--- config.mk ---
export PLATFORM = sky130hd
export DESIGN_NAME = dashed_net_renderer
export DESIGN_NICKNAME = d
export VERILOG_FILES = /design/src/rtl/dashed_net_renderer.sv
export SDC_FILE = /design/constraint.sdc
export NUM_CORES = 1
export LEC_CHECK = 0
export ABC_CLOCK_PERIOD_IN_PS = 15330
export CAP_MARGIN = 20
export CORE_ASPECT_RATIO = 1.2
export CORE_MARGIN = 2
export CORE_UTILIZATION = 61
export CTS_BUF_LIST = sky130_fd_sc_hd__clkbuf_4
export DETAILED_ROUTE_END_ITERATION = 10
export GPL_TIMING_DRIVEN = 0
export MAX_ROUTING_LAYER = met4
export PLACE_DENSITY = 0.89
export SYNTH_ARGS = -nofsm -noshare
export SYNTH_HDL_FRONTEND = slang
export SYNTH_SLANG_ARGS = --single-unit
--- constraint.sdc ---
create_clock -name clk -period 15.33 [get_ports clk]
set_input_delay 3.066 -clock clk [delete_from_list [all_inputs] [get_ports clk]]
set_output_delay 3.066 -clock clk [all_outputs]
set_load 0.01 [all_outputs]
--- src/rtl/dashed_net_renderer.sv ---
// Centre-net hit tester: classifies each polled pixel of a vertical column as a dash (Hit)
// or gap (Hit2) pixel, with frame-latched configuration and per-frame pattern scrolling.
module dashed_net_renderer #(
    parameter int XW       = 11,
    parameter int LW       = 4,
    parameter int DEF_DASH = 4,
    parameter int DEF_GAP  = 4
) (
    input  logic          clk,
    input  logic          reset,
    input  logic          PollValid,
    input  logic [9:0]    PollX,
    input  logic [8:0]    PollY,
    input  logic [XW-1:0] ObjectX,
    input  logic [LW-1:0] ObjectW,
    input  logic [LW-1:0] DashLen,
    input  logic [LW-1:0] GapLen,
    input  logic [1:0]    Mode,
    input  logic          ScrollEn,
    input  logic          ScrollDir,
    output logic          Hit,
    output logic          Hit2,
    output logic          HitValid
);
    typedef enum logic [1:0] {
        MODE_OFF   = 2'b00,
        MODE_SOLID = 2'b01,
        MODE_DASH  = 2'b10,
        MODE_INV   = 2'b11
    } mode_e;

    localparam int            PW  = LW + 1;
    localparam int            CW  = XW + 1;
    localparam logic [PW-1:0] ONE = PW'(1);

    logic [LW-1:0] dash_q, dash_d, gap_q, gap_d;
    mode_e         mode_q, mode_d;
    logic          scroll_en_q, scroll_en_d;
    logic [PW-1:0] scroll_off_q, scroll_off_d, phase_q, phase_d;
    logic          first_q, first_d;
    logic [8:0]    last_y_q, last_y_d;
    logic          v1_q, v1_d, inx1_q, inx1_d;
    logic [PW-1:0] ph1_q, ph1_d;
    logic          hit_q, hit_d, hit2_q, hit2_d, hit_valid_q, hit_valid_d;

    logic          frame_start, new_line, in_dash;
    logic [PW-1:0] period_cur, period_new, off_clamped, off_stepped;
    logic [CW-1:0] px_ext, col_lo, col_hi;

    always_comb begin
        // NOTE: every signal gets a default first so no path leaves it unassigned (no latches).
        dash_d       = dash_q;
        gap_d        = gap_q;
        mode_d       = mode_q;
        scroll_en_d  = scroll_en_q;
        scroll_off_d = scroll_off_q;
        phase_d      = phase_q;
        first_d      = first_q;
        last_y_d     = last_y_q;

        frame_start = PollValid && (PollY == '0) && (first_q || (last_y_q != '0));
        new_line    = PollValid && (PollY != last_y_q) && (PollY != '0);
        period_cur  = PW'(dash_q) + PW'(gap_q);
        period_new  = PW'(DashLen) + PW'(GapLen);

        // A shorter new period can strand the old offset out of range; clamp before stepping.
        off_clamped = (scroll_off_q >= period_new) ? '0 : scroll_off_q;
        off_stepped = off_clamped;
        if (ScrollEn) begin
            if (ScrollDir) begin
                off_stepped = (off_clamped + ONE == period_new) ? '0 : off_clamped + ONE;
            end else begin
                off_stepped = (off_clamped == '0) ? period_new - ONE : off_clamped - ONE;
            end
        end
        if (period_new == '0) begin
            off_stepped = '0;
        end

        if (frame_start) begin
            dash_d       = DashLen;
            gap_d        = GapLen;
            mode_d       = mode_e'(Mode);
            scroll_en_d  = ScrollEn;
            scroll_off_d = off_stepped;
            phase_d      = off_stepped;
        end else if (new_line) begin
            phase_d = (phase_q + ONE == period_cur) ? '0 : phase_q + ONE;
        end

        if (PollValid) begin
            last_y_d = PollY;
            first_d  = 1'b0;
        end
    end

    always_comb begin
        px_ext = CW'(PollX);
        col_lo = CW'(ObjectX);
        col_hi = CW'(ObjectX) + CW'(ObjectW);
        v1_d   = PollValid;
        inx1_d = (col_lo <= px_ext) && (px_ext <= col_hi);
        ph1_d  = phase_d;
    end

    always_comb begin
        in_dash     = ph1_q < PW'(dash_q);
        hit_valid_d = v1_q;
        hit_d       = 1'b0;
        hit2_d      = 1'b0;
        if (v1_q && inx1_q) begin
            case (mode_q)
                MODE_OFF:   ;
                MODE_SOLID: hit_d = 1'b1;
                MODE_DASH:  begin hit_d = in_dash;  hit2_d = !in_dash; end
                MODE_INV:   begin hit_d = !in_dash; hit2_d = in_dash;  end
            endcase
        end
    end

    always_ff @(posedge clk) begin
        // NOTE: sequential state uses non-blocking assignments so all flops update together.
        if (reset) begin
            dash_q       <= LW'(DEF_DASH);
            gap_q        <= LW'(DEF_GAP);
            mode_q       <= MODE_OFF;
            scroll_en_q  <= 1'b0;
            scroll_off_q <= '0;
            phase_q      <= '0;
            first_q      <= 1'b1;
            last_y_q     <= '0;
            v1_q         <= 1'b0;
            inx1_q       <= 1'b0;
            ph1_q        <= '0;
            hit_q        <= 1'b0;
            hit2_q       <= 1'b0;
            hit_valid_q  <= 1'b0;
        end else begin
            dash_q       <= dash_d;
            gap_q        <= gap_d;
            mode_q       <= mode_d;
            scroll_en_q  <= scroll_en_d;
            scroll_off_q <= scroll_off_d;
            phase_q      <= phase_d;
            first_q      <= first_d;
            last_y_q     <= last_y_d;
            v1_q         <= v1_d;
            inx1_q       <= inx1_d;
            ph1_q        <= ph1_d;
            hit_q        <= hit_d;
            hit2_q       <= hit2_d;
            hit_valid_q  <= hit_valid_d;
        end
    end

    assign Hit      = hit_q;
    assign Hit2     = hit2_q;
    assign HitValid = hit_valid_q;
endmodule

After elaboration in Yosys (flattened, before gate mapping)
Cells that the tools add are included.

Register bits after elaboration: 35. Bits in latches: 0. Memory bits (writable): 0. Memory bits (read-only): 0. Input bits: 49. Output and inout port bits: 3. Memories: 0.

Add/subtract/negate cells: 7. Multipliers: 0. Divide/modulo/power cells: 0. $lt $le $gt $ge: 4. Equal/unequal tests: 6. Shifts and indexed selects: 0. Mux-type cells: 11. Bitwise logic cells: 1. Reduce and logical (&&, ||, !) cells: 15.

Operators by type and width (count): two-way mux 5 bit (9); nonzero test 9 bit (2); adder 11 x 4 -> 12 bit (1); less-or-equal comparator 10 x 12 -> 1 bit (1); less-or-equal comparator 11 x 10 -> 1 bit (1); adder 4 x 4 -> 5 bit (2); adder 5 x 1 -> 5 bit, second input constant (2); equality test 5 bit (2); logical NOT 5 bit (2); subtractor 5 x 1 -> 5 bit, second input constant (2); logical NOT 9 bit (1); inequality test 9 bit (1); logical AND 1 bit (6); greater-or-equal comparator 5 bit (1); less-than comparator 5 x 4 -> 1 bit (1); equality test 2 bit, second input constant (2); one-hot mux 1 bit (3 select lines) (1); equality test 2 x 1 -> 1 bit, second input constant (1); one-hot mux 1 bit (2 select lines) (1); nonzero test 2 bit (1); OR reduction 2 bit (1); logical NOT 1 bit (1); logical OR 1 bit (1); inverter 1 bit (1).

Longest topological paths before layout
Gate-level depths: netlist (run 1).

Depth after elaboration: 10. Mapped depth: 21. Gate-level depth less buffers: 21.

Least setup slack after synthesis (run 1)
OpenSTA, ideal clock, no wires.

Path kind: input-to-reg. Start point: in DashLen[0]. End point: reg ph1_q[2]. Library setup time: 115 ps. Arrival time: 6972 ps. Required time: 15215 ps. Path slack: 8243 ps. Stages: 18. Path buffers: 1. Cells stage by stage: ha_1 > fa_1 > inv_1 > ha_1 > a211oi_1 > nor4_4 > nor2_2 > and2_1 > ha_1 > clkbuf_1 > nand3_1 > or3_1 > a21boi_0 > o21ai_2 > a2111oi_4 > nand3b_1 > a21oi_1 > o21a_1.

Word-level cells in the longest chain between the ends: 10. Elaborated cells on any way between the ends: 15. Classes of those cells: 4 x add/sub; 1 x order compare; 1 x eq/ne; 7 x mux; 2 x reduce/logical.

Ends and longest elaborated chain: start, declared (RTL line 16) `input logic [LW-1:0] DashLen,`; adder 4 x 4 -> 5 bit * (RTL line 64) `period_new = PW'(DashLen) + PW'(GapLen);`; greater-or-equal comparator 5 bit (RTL line 67) `off_clamped = (scroll_off_q >= period_new) ? '0 : scroll_off_q;`; two-way mux 5 bit (RTL line 67); adder 5 x 1 -> 5 bit (RTL line 71) `off_stepped = (off_clamped + ONE == period_new) ? '0 : off_clamped + ONE;`; equality test 5 bit (RTL line 71); two-way mux 5 bit (RTL line 71); two-way mux 5 bit (RTL line 70) `if (ScrollDir) begin`; two-way mux 5 bit (RTL line 69) `if (ScrollEn) begin`; two-way mux 5 bit * (RTL line 76) `if (period_new == '0) begin`; two-way mux 5 bit * (RTL line 80) `if (frame_start) begin`; end signal, assigned (RTL line 149) `ph1_q <= ph1_d;`; end, declared (RTL line 43) `logic [PW-1:0] ph1_q, ph1_d;`.

Mark *: on every way between the ends. The rest lies on a longest branch, timed or not. A chain may end at the register's enable or synchronous reset.

Worst setup path after layout (run 1)
Start point: in GapLen[1]. End point: reg scroll_off_q[2].

Word-level cells in the longest chain between the ends: 9. Elaborated cells on any way between the ends: 14. Classes of those cells: 4 x add/sub; 1 x order compare; 1 x eq/ne; 6 x mux; 2 x reduce/logical.

Ends and longest elaborated chain: start, declared (RTL line 17) `input logic [LW-1:0] GapLen,`; adder 4 x 4 -> 5 bit * (RTL line 64); greater-or-equal comparator 5 bit (RTL line 67); two-way mux 5 bit (RTL line 67); adder 5 x 1 -> 5 bit (RTL line 71); equality test 5 bit (RTL line 71); two-way mux 5 bit (RTL line 71); two-way mux 5 bit (RTL line 70); two-way mux 5 bit (RTL line 69); two-way mux 5 bit * (RTL line 76); end signal, assigned (RTL line 143) `scroll_off_q <= scroll_off_d;`; end, declared (RTL line 39) `logic [PW-1:0] scroll_off_q, scroll_off_d, phase_q, phase_d;`.

Marked as above.

==> results of run 1 <==
[through the flow]
stage	setup slack (ps)	area, um2	utilization [%]
finish	7231	4004	75.58
global placement	7136	3946	74.49
CTS	7340	4004	75.58
detailed placement	7013	3946	74.49
floorplan	8243	3358	-
global route	6973	4004	75.58
[kinds of logic (layout without fill, tap and decap cells)]
group	count (synthesis)	count (layout)	share of synthesized area, %
simple gates	137	137	20.42
compound gates	100	100	21.24
fa+ha+maj	46	46	17.81
buf+inv	45	104	5.999
xor+xnor	37	37	10.10
flops	35	35	20.86
mux	12	12	3.577
[worst min path at each step]
| stage | slack [ps] | start | to |
|---|---|---|---|
| final | 470 | gap_q[3]$_SDFFE_PP0P_ | gap_q[3]$_SDFFE_PP0P_ |
| after global routing | 510 | inx1_q$_SDFF_PP0_ | Hit2$_SDFF_PP0_ |
| after floorplan | 430 | inx1_q$_SDFF_PP0_ | Hit2$_SDFF_PP0_ |
| after detailed placement | 450 | inx1_q$_SDFF_PP0_ | Hit2$_SDFF_PP0_ |
| after CTS | 470 | gap_q[3]$_SDFFE_PP0P_ | gap_q[3]$_SDFFE_PP0P_ |
| after global placement | 440 | first_q$_SDFFE_PP1P_ | first_q$_SDFFE_PP1P_ |
[worst max-delay path, cell delays in order]
cell                              delay (ps)
sky130_fd_sc_hd__clkdlybuf4s50_1         590
sky130_fd_sc_hd__ha_1                    270
sky130_fd_sc_hd__a21o_1                  150
sky130_fd_sc_hd__a21oi_1                 220
sky130_fd_sc_hd__xnor2_1                 260
sky130_fd_sc_hd__inv_1                   180
sky130_fd_sc_hd__ha_1                    340
sky130_fd_sc_hd__nand2_1                 100
sky130_fd_sc_hd__nor4_4                  420
sky130_fd_sc_hd__nor2_2                  140
sky130_fd_sc_hd__and2_1                  230
sky130_fd_sc_hd__ha_1                    190
sky130_fd_sc_hd__clkbuf_1                200
sky130_fd_sc_hd__xnor2_1                 410
sky130_fd_sc_hd__o221ai_1                180
sky130_fd_sc_hd__a21boi_0                260
sky130_fd_sc_hd__o21ai_2                 140
sky130_fd_sc_hd__a2111oi_4               500
sky130_fd_sc_hd__nand3b_1                170
sky130_fd_sc_hd__a21oi_1                 100
sky130_fd_sc_hd__o21a_1                  200
[cell usage in the layout, fill, tap and decap left out, types with 2 or more instances in the layout]
cell,synthesis,final
sky130_fd_sc_hd__nor2b_1,5,5
sky130_fd_sc_hd__nor4_1,7,7
sky130_fd_sc_hd__a211oi_1,6,6
sky130_fd_sc_hd__fa_1,3,3
sky130_fd_sc_hd__xnor2_2,2,2
sky130_fd_sc_hd__o31ai_1,4,4
sky130_fd_sc_hd__clkbuf_1,11,11
sky130_fd_sc_hd__and2_1,2,2
sky130_fd_sc_hd__clkdlybuf4s50_1,0,51
sky130_fd_sc_hd__nor4b_1,2,2
sky130_fd_sc_hd__or4_1,3,3
sky130_fd_sc_hd__xor2_1,10,10
sky130_fd_sc_hd__clkbuf_8,2,2
sky130_fd_sc_hd__nand2_1,34,34
sky130_fd_sc_hd__nor2_1,35,35
sky130_fd_sc_hd__o311a_1,2,2
sky130_fd_sc_hd__nand3_1,16,16
sky130_fd_sc_hd__and3_1,5,5
sky130_fd_sc_hd__o211ai_1,6,6
sky130_fd_sc_hd__o21ai_0,12,12
sky130_fd_sc_hd__nand2b_1,5,5
sky130_fd_sc_hd__clkbuf_4,0,6
sky130_fd_sc_hd__a21oi_1,33,33
sky130_fd_sc_hd__nor3_1,7,7
sky130_fd_sc_hd__mux2i_1,12,12
sky130_fd_sc_hd__nand4_1,4,4
sky130_fd_sc_hd__inv_1,30,30
sky130_fd_sc_hd__nand2_2,2,2
sky130_fd_sc_hd__xnor2_1,25,25
sky130_fd_sc_hd__ha_1,43,43
sky130_fd_sc_hd__dfxtp_1,35,35
sky130_fd_sc_hd__a21o_1,10,10
sky130_fd_sc_hd__o21a_1,6,6
sky130_fd_sc_hd__or3_1,3,3
sky130_fd_sc_hd__a21boi_0,3,3
sky130_fd_sc_hd__a31oi_1,2,2
[flip-flops by register name (all words and copies together), names as in the netlist]
signal        flops
last_y_q          9
Hit               1
gap_q             4
dash_q            4
first_q           1
HitValid          1
ph1_q             5
hit_valid_d       1
Hit2              1
scroll_off_q      5
inx1_q            1
mode_q            2
[area by class of cell]
cell class	count	area [um2]	area share [%]
well taps	62	77.57	1.938
clock inverters	2	12.51	0.3125
repair buffers	51	510.5	12.75
flip-flops and latches	35	700.7	17.50
multi-input cells	332	2456	61.34
plain buffers	14	80.08	2.000
clock buffers	6	45.04	1.125
inverters	31	121.4	3.031
[power breakdown]
part	internal, mW	switching [mW]	leakage (nW)
combinational	0.0418	0.0445	1.34
clock	0.0195	0.0312	0.0317
sequential	0.0937	0.00272	0.285
total	0.155	0.0784	1.65
[layer usage]
layer | GRT usage (%) | up-vias | share of wire (%)
met4 | 12.01 | 0 | 3.1
met5 | - | - | 0
met1 | 34.24 | 1507 | 41
met2 | 53.54 | 102 | 52
met3 | 4.038 | 30 | 4.3
li1 | - | 1591 | -
==> impl_results.rst, run 1 <==
.. list-table::
   :header-rows: 1

   * - Metric
     - Value
   * - Final Setup Violations
     - 0
   * - Fraction of synthesized cell area taken by the top area cell type
     - around a fifth
   * - Syn Area/Cell
     - 8.151 um2
   * - Fin. max-slew vios
     - 0
   * - Hold WS
     - 470.4 ps
   * - Class of the tightest hold or removal check
     - reg -> reg
   * - Setup repair after global routing missed its margin
     - false
   * - Hold-fix buffers, CTS
     - 0
   * - Core footprint
     - 5298 um2
   * - Y dimension of the die
     - ~85 um
   * - Post-Route Setup TNS
     - 0 ps
   * - Post-synthesis async set-or-reset flop share
     - 0%
   * - Total chip power
     - 233.3 uW
   * - Worst hold path depth
     - 2
   * - Initial antenna violation count
     - 0
   * - Quantity of gates resized following cts
     - 0
   * - Actual transition at the worst max-transition pin
     - 808.4 ps
   * - Dpl hpwl
     - 6963 um
   * - Required time of the critical path
     - about 16,000 ps
   * - Synthesized net count
     - a little over 500
   * - Overall routed net length
     - 8361 um
   * - DP Cell Count
     - roughly 530
   * - Maximum vdd drop
     - 52.95 uV
   * - Total I/O pin count
     - 52
   * - Chip width
     - 71.73 um
   * - Post-synthesis cell count
     - 412
   * - Count of clock tree sinks
     - 35
   * - Initial standard-cell utilization of the core
     - 63.39%
   * - Number of DRC markers in iteration 0
     - 271
   * - Clock latency at the later pin of the worst-skew pair
     - 340 ps
   * - Cell leakage power
     - 1.654 nW
   * - Most common cell in the netlist
     - sky130_fd_sc_hd__ha_1
   * - Result of the run
     - complete, no violations
   * - Final Non-Filler Cells
     - 533
   * - CTS clock-pin slew for the worst setup and hold paths
     - between 100 and 150 ps
   * - Top cell types by occurrence after synthesis
     - sky130_fd_sc_hd__ha_1 (43), sky130_fd_sc_hd__dfxtp_1 (35), sky130_fd_sc_hd__nor2_1 (35), sky130_fd_sc_hd__nand2_1 (34), sky130_fd_sc_hd__a21oi_1 (33)
   * - Internal reg-to-reg setup slack
     - about 11,000 ps
   * - Overall overflow remaining after global route
     - 0
   * - Clock Tree Root
     - sky130_fd_sc_hd__clkbuf_4
   * - Synth top area cells
     - sky130_fd_sc_hd__dfxtp_1 (21%), sky130_fd_sc_hd__ha_1 (16%), sky130_fd_sc_hd__xnor2_1 (6.5%), sky130_fd_sc_hd__a21oi_1 (4.9%), sky130_fd_sc_hd__nor2_1 (3.9%)
   * - TritonCTS clock tree
     - done
   * - Startpoint-to-endpoint class of the critical path
     - in -> reg
   * - Detail-routed via count per cell
     - 6.060
   * - Beginning of the worst register-to-register path
     - scroll_off_q[0]$_SDFFE_PP0P_
   * - Critical path startpoint
     - GapLen[1]
   * - Antenna Violating Nets Remaining
     - 0
   * - Final Wtd Congestion
     - 0.9505
   * - Max Fanout on Critical Path
     - 8
   * - Filler cell count in the final layout
     - approximately 400
   * - Unique masters post-synth
     - 59
   * - Inserted Diodes
     - 0
   * - Nature of the critical path startpoint
     - input port
   * - Crit Reg-Reg Endpoint
     - scroll_off_q[2]$_SDFFE_PP0P_
   * - Rel. slew slack
     - a little under half
   * - Peak Freq
     - 123.5 MHz
   * - Layout cells sized above 1
     - roughly 5.5%
   * - Clock buffers created by TritonCTS
     - 5
   * - Worst setup EP type
     - flip-flop
   * - Cell type with the largest total area after synthesis
     - sky130_fd_sc_hd__dfxtp_1
   * - Most used DFF post-synth
     - sky130_fd_sc_hd__dfxtp_1
   * - Critical path endpoint
     - scroll_off_q[2]$_SDFFE_PP0P_
   * - Number of nets at the end of the flow
     - 565
   * - Port-buffer cells
     - 51
   * - Global-route wire length before repair
     - 14,620 um
   * - Post-Synthesis Cell Area
     - 3358 um2
   * - Final Hold Violating Endpoints
     - 0
   * - Via count of the first global-routing pass
     - 3,332
   * - Total power per unit cell area
     - 58.28 nW/um2
   * - Largest net degree at the start of global routing
     - 12
   * - Cell Rows
     - 29
   * - Number of warnings printed during yosys synthesis
     - 0
   * - Final Skew
     - 16.43 ps
   * - Clk buf depth
     - 2
   * - Data arrival time at the worst-slack endpoint
     - 8340 ps
   * - Max capacitance violation total
     - 0
   * - Die Outline Area
     - 6117 um2
   * - Router iterations before antenna repair
     - 4
   * - Reg2Reg Depth
     - 17
   * - CTS H-tree lvls
     - 2
   * - Number of synthesized flops with an enable pin
     - 0
   * - DRC violation count after routing
     - 0
   * - Crit share post-route
     - 52.83%
   * - Via Count
     - between 3,000 and 4,000
   * - Sequential share of the synthesized area
     - a little over a fifth
   * - Setup Fix Bufs, Post-CTS
     - 0
   * - Relative area change from synthesis to final layout
     - 19.23%
   * - Flip-flop and latch count after synthesis
     - 35
   * - Shortest clock period the worst path allows after layout
     - around 8100 ps
   * - Routed wire length per instance
     - 15.69 um
   * - All-Layer GR Usage
     - 30.35%
(Power assumes the default switching activity.)
==> inputs of run 2 (changes only) <==
ABC_CLOCK_PERIOD_IN_PS = 7200   (was 15330)
CORE_UTILIZATION = 51   (was 61)
PLACE_DENSITY = 0.79   (was 0.89)
clock period = 7.2 ns   (was 15.33 ns; I/O delays follow)
==> run 2 against run 1 <==
First-iteration DRC count decreased by 58%. Die area grew 19%. Largest power group unchanged. Critical endpoint is now ph1_q[2]$_SDFFE_PP0P_. Clock power grew to 3.5 times the previous value. Sequential power up 110%. Flip-flop and latch count stayed put. Critical path depth fell by 2.
==> impl_results.rst, run 2 (same netlist as run 1, synthesis figures left out) <==
.. list-table::
   :header-rows: 1

   * - Metric
     - Value
   * - Result of the run
     - complete, no violations
   * - Final Hold Violating Endpoints
     - 0
   * - Via count of the first global-routing pass
     - 3,233
   * - Final Non-Filler Cells
     - 556
   * - Core footprint
     - 6406 um2
   * - Nature of the critical path startpoint
     - input port
   * - DP Cell Count
     - 548
   * - Detail-routed via count per cell
     - 5.705
   * - Via Count
     - about 3,200
   * - Setup repair after global routing missed its margin
     - false
   * - Largest net degree at the start of global routing
     - 13
   * - Rel. slew slack
     - 49.50%
   * - Post-Route Setup TNS
     - 0 ps
   * - Hold-fix buffers, CTS
     - 0
   * - Count of clock tree sinks
     - 35
   * - Placed instance area
     - 3975 um2
   * - Port-buffer cells
     - slightly above 50
   * - Initial antenna violation count
     - 0
   * - Fin. max-slew vios
     - 0
   * - Max capacitance violation total
     - 0
   * - Wl on met1
     - 3435 um
   * - Total chip power
     - 562.1 uW
   * - Antenna Violating Nets Remaining
     - 0
   * - Peak Freq
     - around 160 MHz
   * - Number of nets at the end of the flow
     - about 570
   * - Clock latency at the later pin of the worst-skew pair
     - 340 ps
   * - Number of DRC markers in iteration 0
     - 114
   * - Required time of the critical path
     - 7440 ps
   * - Filler cell count in the final layout
     - 576
   * - Global-route wire length before repair
     - ~14,000 um
   * - Total met3 wirelength after detailed routing
     - approximately 310 um
   * - Clk buf depth
     - 2
   * - Top library cells by usage in the layout, fill and taps aside
     - sky130_fd_sc_hd__clkdlybuf4s50_1 (51), sky130_fd_sc_hd__ha_1 (43), sky130_fd_sc_hd__dfxtp_1 (35), sky130_fd_sc_hd__nor2_1 (35), sky130_fd_sc_hd__nand2_1 (34)
   * - Overall routed net length
     - 8202 um
   * - Internal portion of total power
     - 395.8 uW
   * - Final Setup Violations
     - 0
   * - Share of power burned in the clock network
     - 31.2%
   * - Layout cells sized above 1
     - 5.520%
   * - Part of the power in registers
     - 36.4%
   * - Max Fanout on Critical Path
     - 8
   * - CTS H-tree lvls
     - 2
   * - Final Skew
     - 8.341 ps
   * - Most flops, register
     - last_y_q
   * - Multi-input gate area
     - about 2500 um2
   * - Startpoint-to-endpoint class of the critical path
     - in -> reg
   * - Overall overflow remaining after global route
     - 0
   * - Clock buffers created by TritonCTS
     - 5
   * - Quantity of gates resized following cts
     - 0
   * - Class of the tightest hold or removal check
     - reg -> reg
   * - Commonest non-fill, non-tap cell in the layout
     - sky130_fd_sc_hd__clkdlybuf4s50_1
   * - Routed wire length per instance
     - 14.75 um
   * - Router iterations before antenna repair
     - 4
   * - Post-Place Setup Slack
     - approximately 590 ps
   * - Relative area change from synthesis to final layout
     - 21.50%
   * - Maximum vdd drop
     - 119.6 uV
   * - Clock Tree Root
     - sky130_fd_sc_hd__clkbuf_4
   * - TritonCTS clock tree
     - done
   * - CTS clock-pin slew for the worst setup and hold paths
     - about 110 ps
   * - Shortest clock period the worst path allows after layout
     - roughly 6300 ps
   * - Top routing layer in use
     - met4
   * - Total I/O pin count
     - 52
   * - Met2 Wirelength
     - 4069 um
   * - Setup ws final
     - 863.7 ps
   * - Net Sw Power
     - 166.2 uW
   * - Data arrival time at the worst-slack endpoint
     - 6580 ps
   * - Setup Fix Bufs, Post-CTS
     - 0
   * - Cell leakage power
     - 1.673 nW
   * - Dpl hpwl
     - 6834 um
   * - Inserted Diodes
     - 0
   * - Post-Route Utilization
     - 63.69%
   * - Actual transition at the worst max-transition pin
     - around 750 ps
   * - All-Layer GR Usage
     - 24.67%
   * - Proportion of power drawn by combinational gates
     - 32.4%
   * - Hold WS
     - 460.0 ps
   * - Worst setup EP type
     - flip-flop
   * - Largest regs
     - last_y_q: 9 flops, ph1_q: 5 flops, scroll_off_q: 5 flops
   * - Sw Share
     - about 30%
   * - Final Wtd Congestion
     - 0.9318
   * - Number of flip-flops in the largest register
     - 9
   * - Chip width
     - 78.08 um
   * - Y dimension of the die
     - 92.89 um
   * - Initial standard-cell utilization of the core
     - around 52%
   * - Post-route cell area
     - 4080 um2
   * - Die Outline Area
     - 7252 um2
   * - Sequential standard cell area
     - 700.7 um2
   * - Crit share post-route
     - between 80 and 90%
   * - Cell Rows
     - 32
   * - Total power per unit cell area
     - between 100 and 150 nW/um2
   * - DRC violation count after routing
     - 0
[run 2: cell count changes in the layout (fill, tap and decap cells not counted), sizes merged]
| cell | change |
|---|---|
| clkbuf | -1 |
| clkinv | -1 |
| bufinv | +2 |
[run 2: per-layer routing]
metal / GRT usage [%] / vias to the layer above
li1: - / 1596
met1: 27.03 / 1444
met2: 42.60 / 98
met3: 3.216 / 34
met4: 14.62 / 0
met5: - / -
[run 2: cell type report]
class | instances | share of cell area (%)
sequential | 35 | 17.17
clock inverter | 3 | 1.656
timing repair buffer | 51 | 12.51
multi-input combinational | 332 | 60.20
tap | 85 | 2.607
buffer | 14 | 1.963
clock buffer | 5 | 0.9200
inverter | 31 | 2.975
[run 2: power by group through the flow]
stage | sequential, mW | combinational [mW] | clock, mW
5_1_grt | 0.206 | 0.203 | 0.186
4_1_cts | 0.205 | 0.182 | 0.180
3_5_place_dp | 0.209 | 0.180 | 0
2_1_floorplan | 0.208 | 0.119 | 0
6_report | 0.205 | 0.182 | 0.175
3_3_place_gp | 0.209 | 0.174 | 0
[run 2: worst max-delay path: stages]
cell and delay (ps):
sky130_fd_sc_hd__clkdlybuf4s50_1 450, sky130_fd_sc_hd__ha_1 240, sky130_fd_sc_hd__fa_1 560, sky130_fd_sc_hd__inv_1 80, sky130_fd_sc_hd__ha_1 330, sky130_fd_sc_hd__a211oi_1 460
sky130_fd_sc_hd__nor4_4 120, sky130_fd_sc_hd__nor2_2 320, sky130_fd_sc_hd__and2_1 270, sky130_fd_sc_hd__ha_1 160, sky130_fd_sc_hd__clkbuf_1 270, sky130_fd_sc_hd__nor3b_1 310
sky130_fd_sc_hd__o221ai_1 180, sky130_fd_sc_hd__a21boi_0 290, sky130_fd_sc_hd__o21ai_2 140, sky130_fd_sc_hd__a2111oi_4 490, sky130_fd_sc_hd__nand3b_1 170, sky130_fd_sc_hd__a21oi_1 90
sky130_fd_sc_hd__o21a_1 190
[run 2: final timing paths]
path | from | to | slack (ps) | cells after the start
max | GapLen[0] | ph1_q[2]$_SDFFE_PP0P_ | 860 | 19
min reg2reg | inx1_q$_SDFF_PP0_ | Hit2$_SDFF_PP0_ | 460 | 2
max reg2reg | scroll_off_q[0]$_SDFFE_PP0P_ | ph1_q[2]$_SDFFE_PP0P_ | 2610 | 17
min | inx1_q$_SDFF_PP0_ | Hit2$_SDFF_PP0_ | 460 | 2
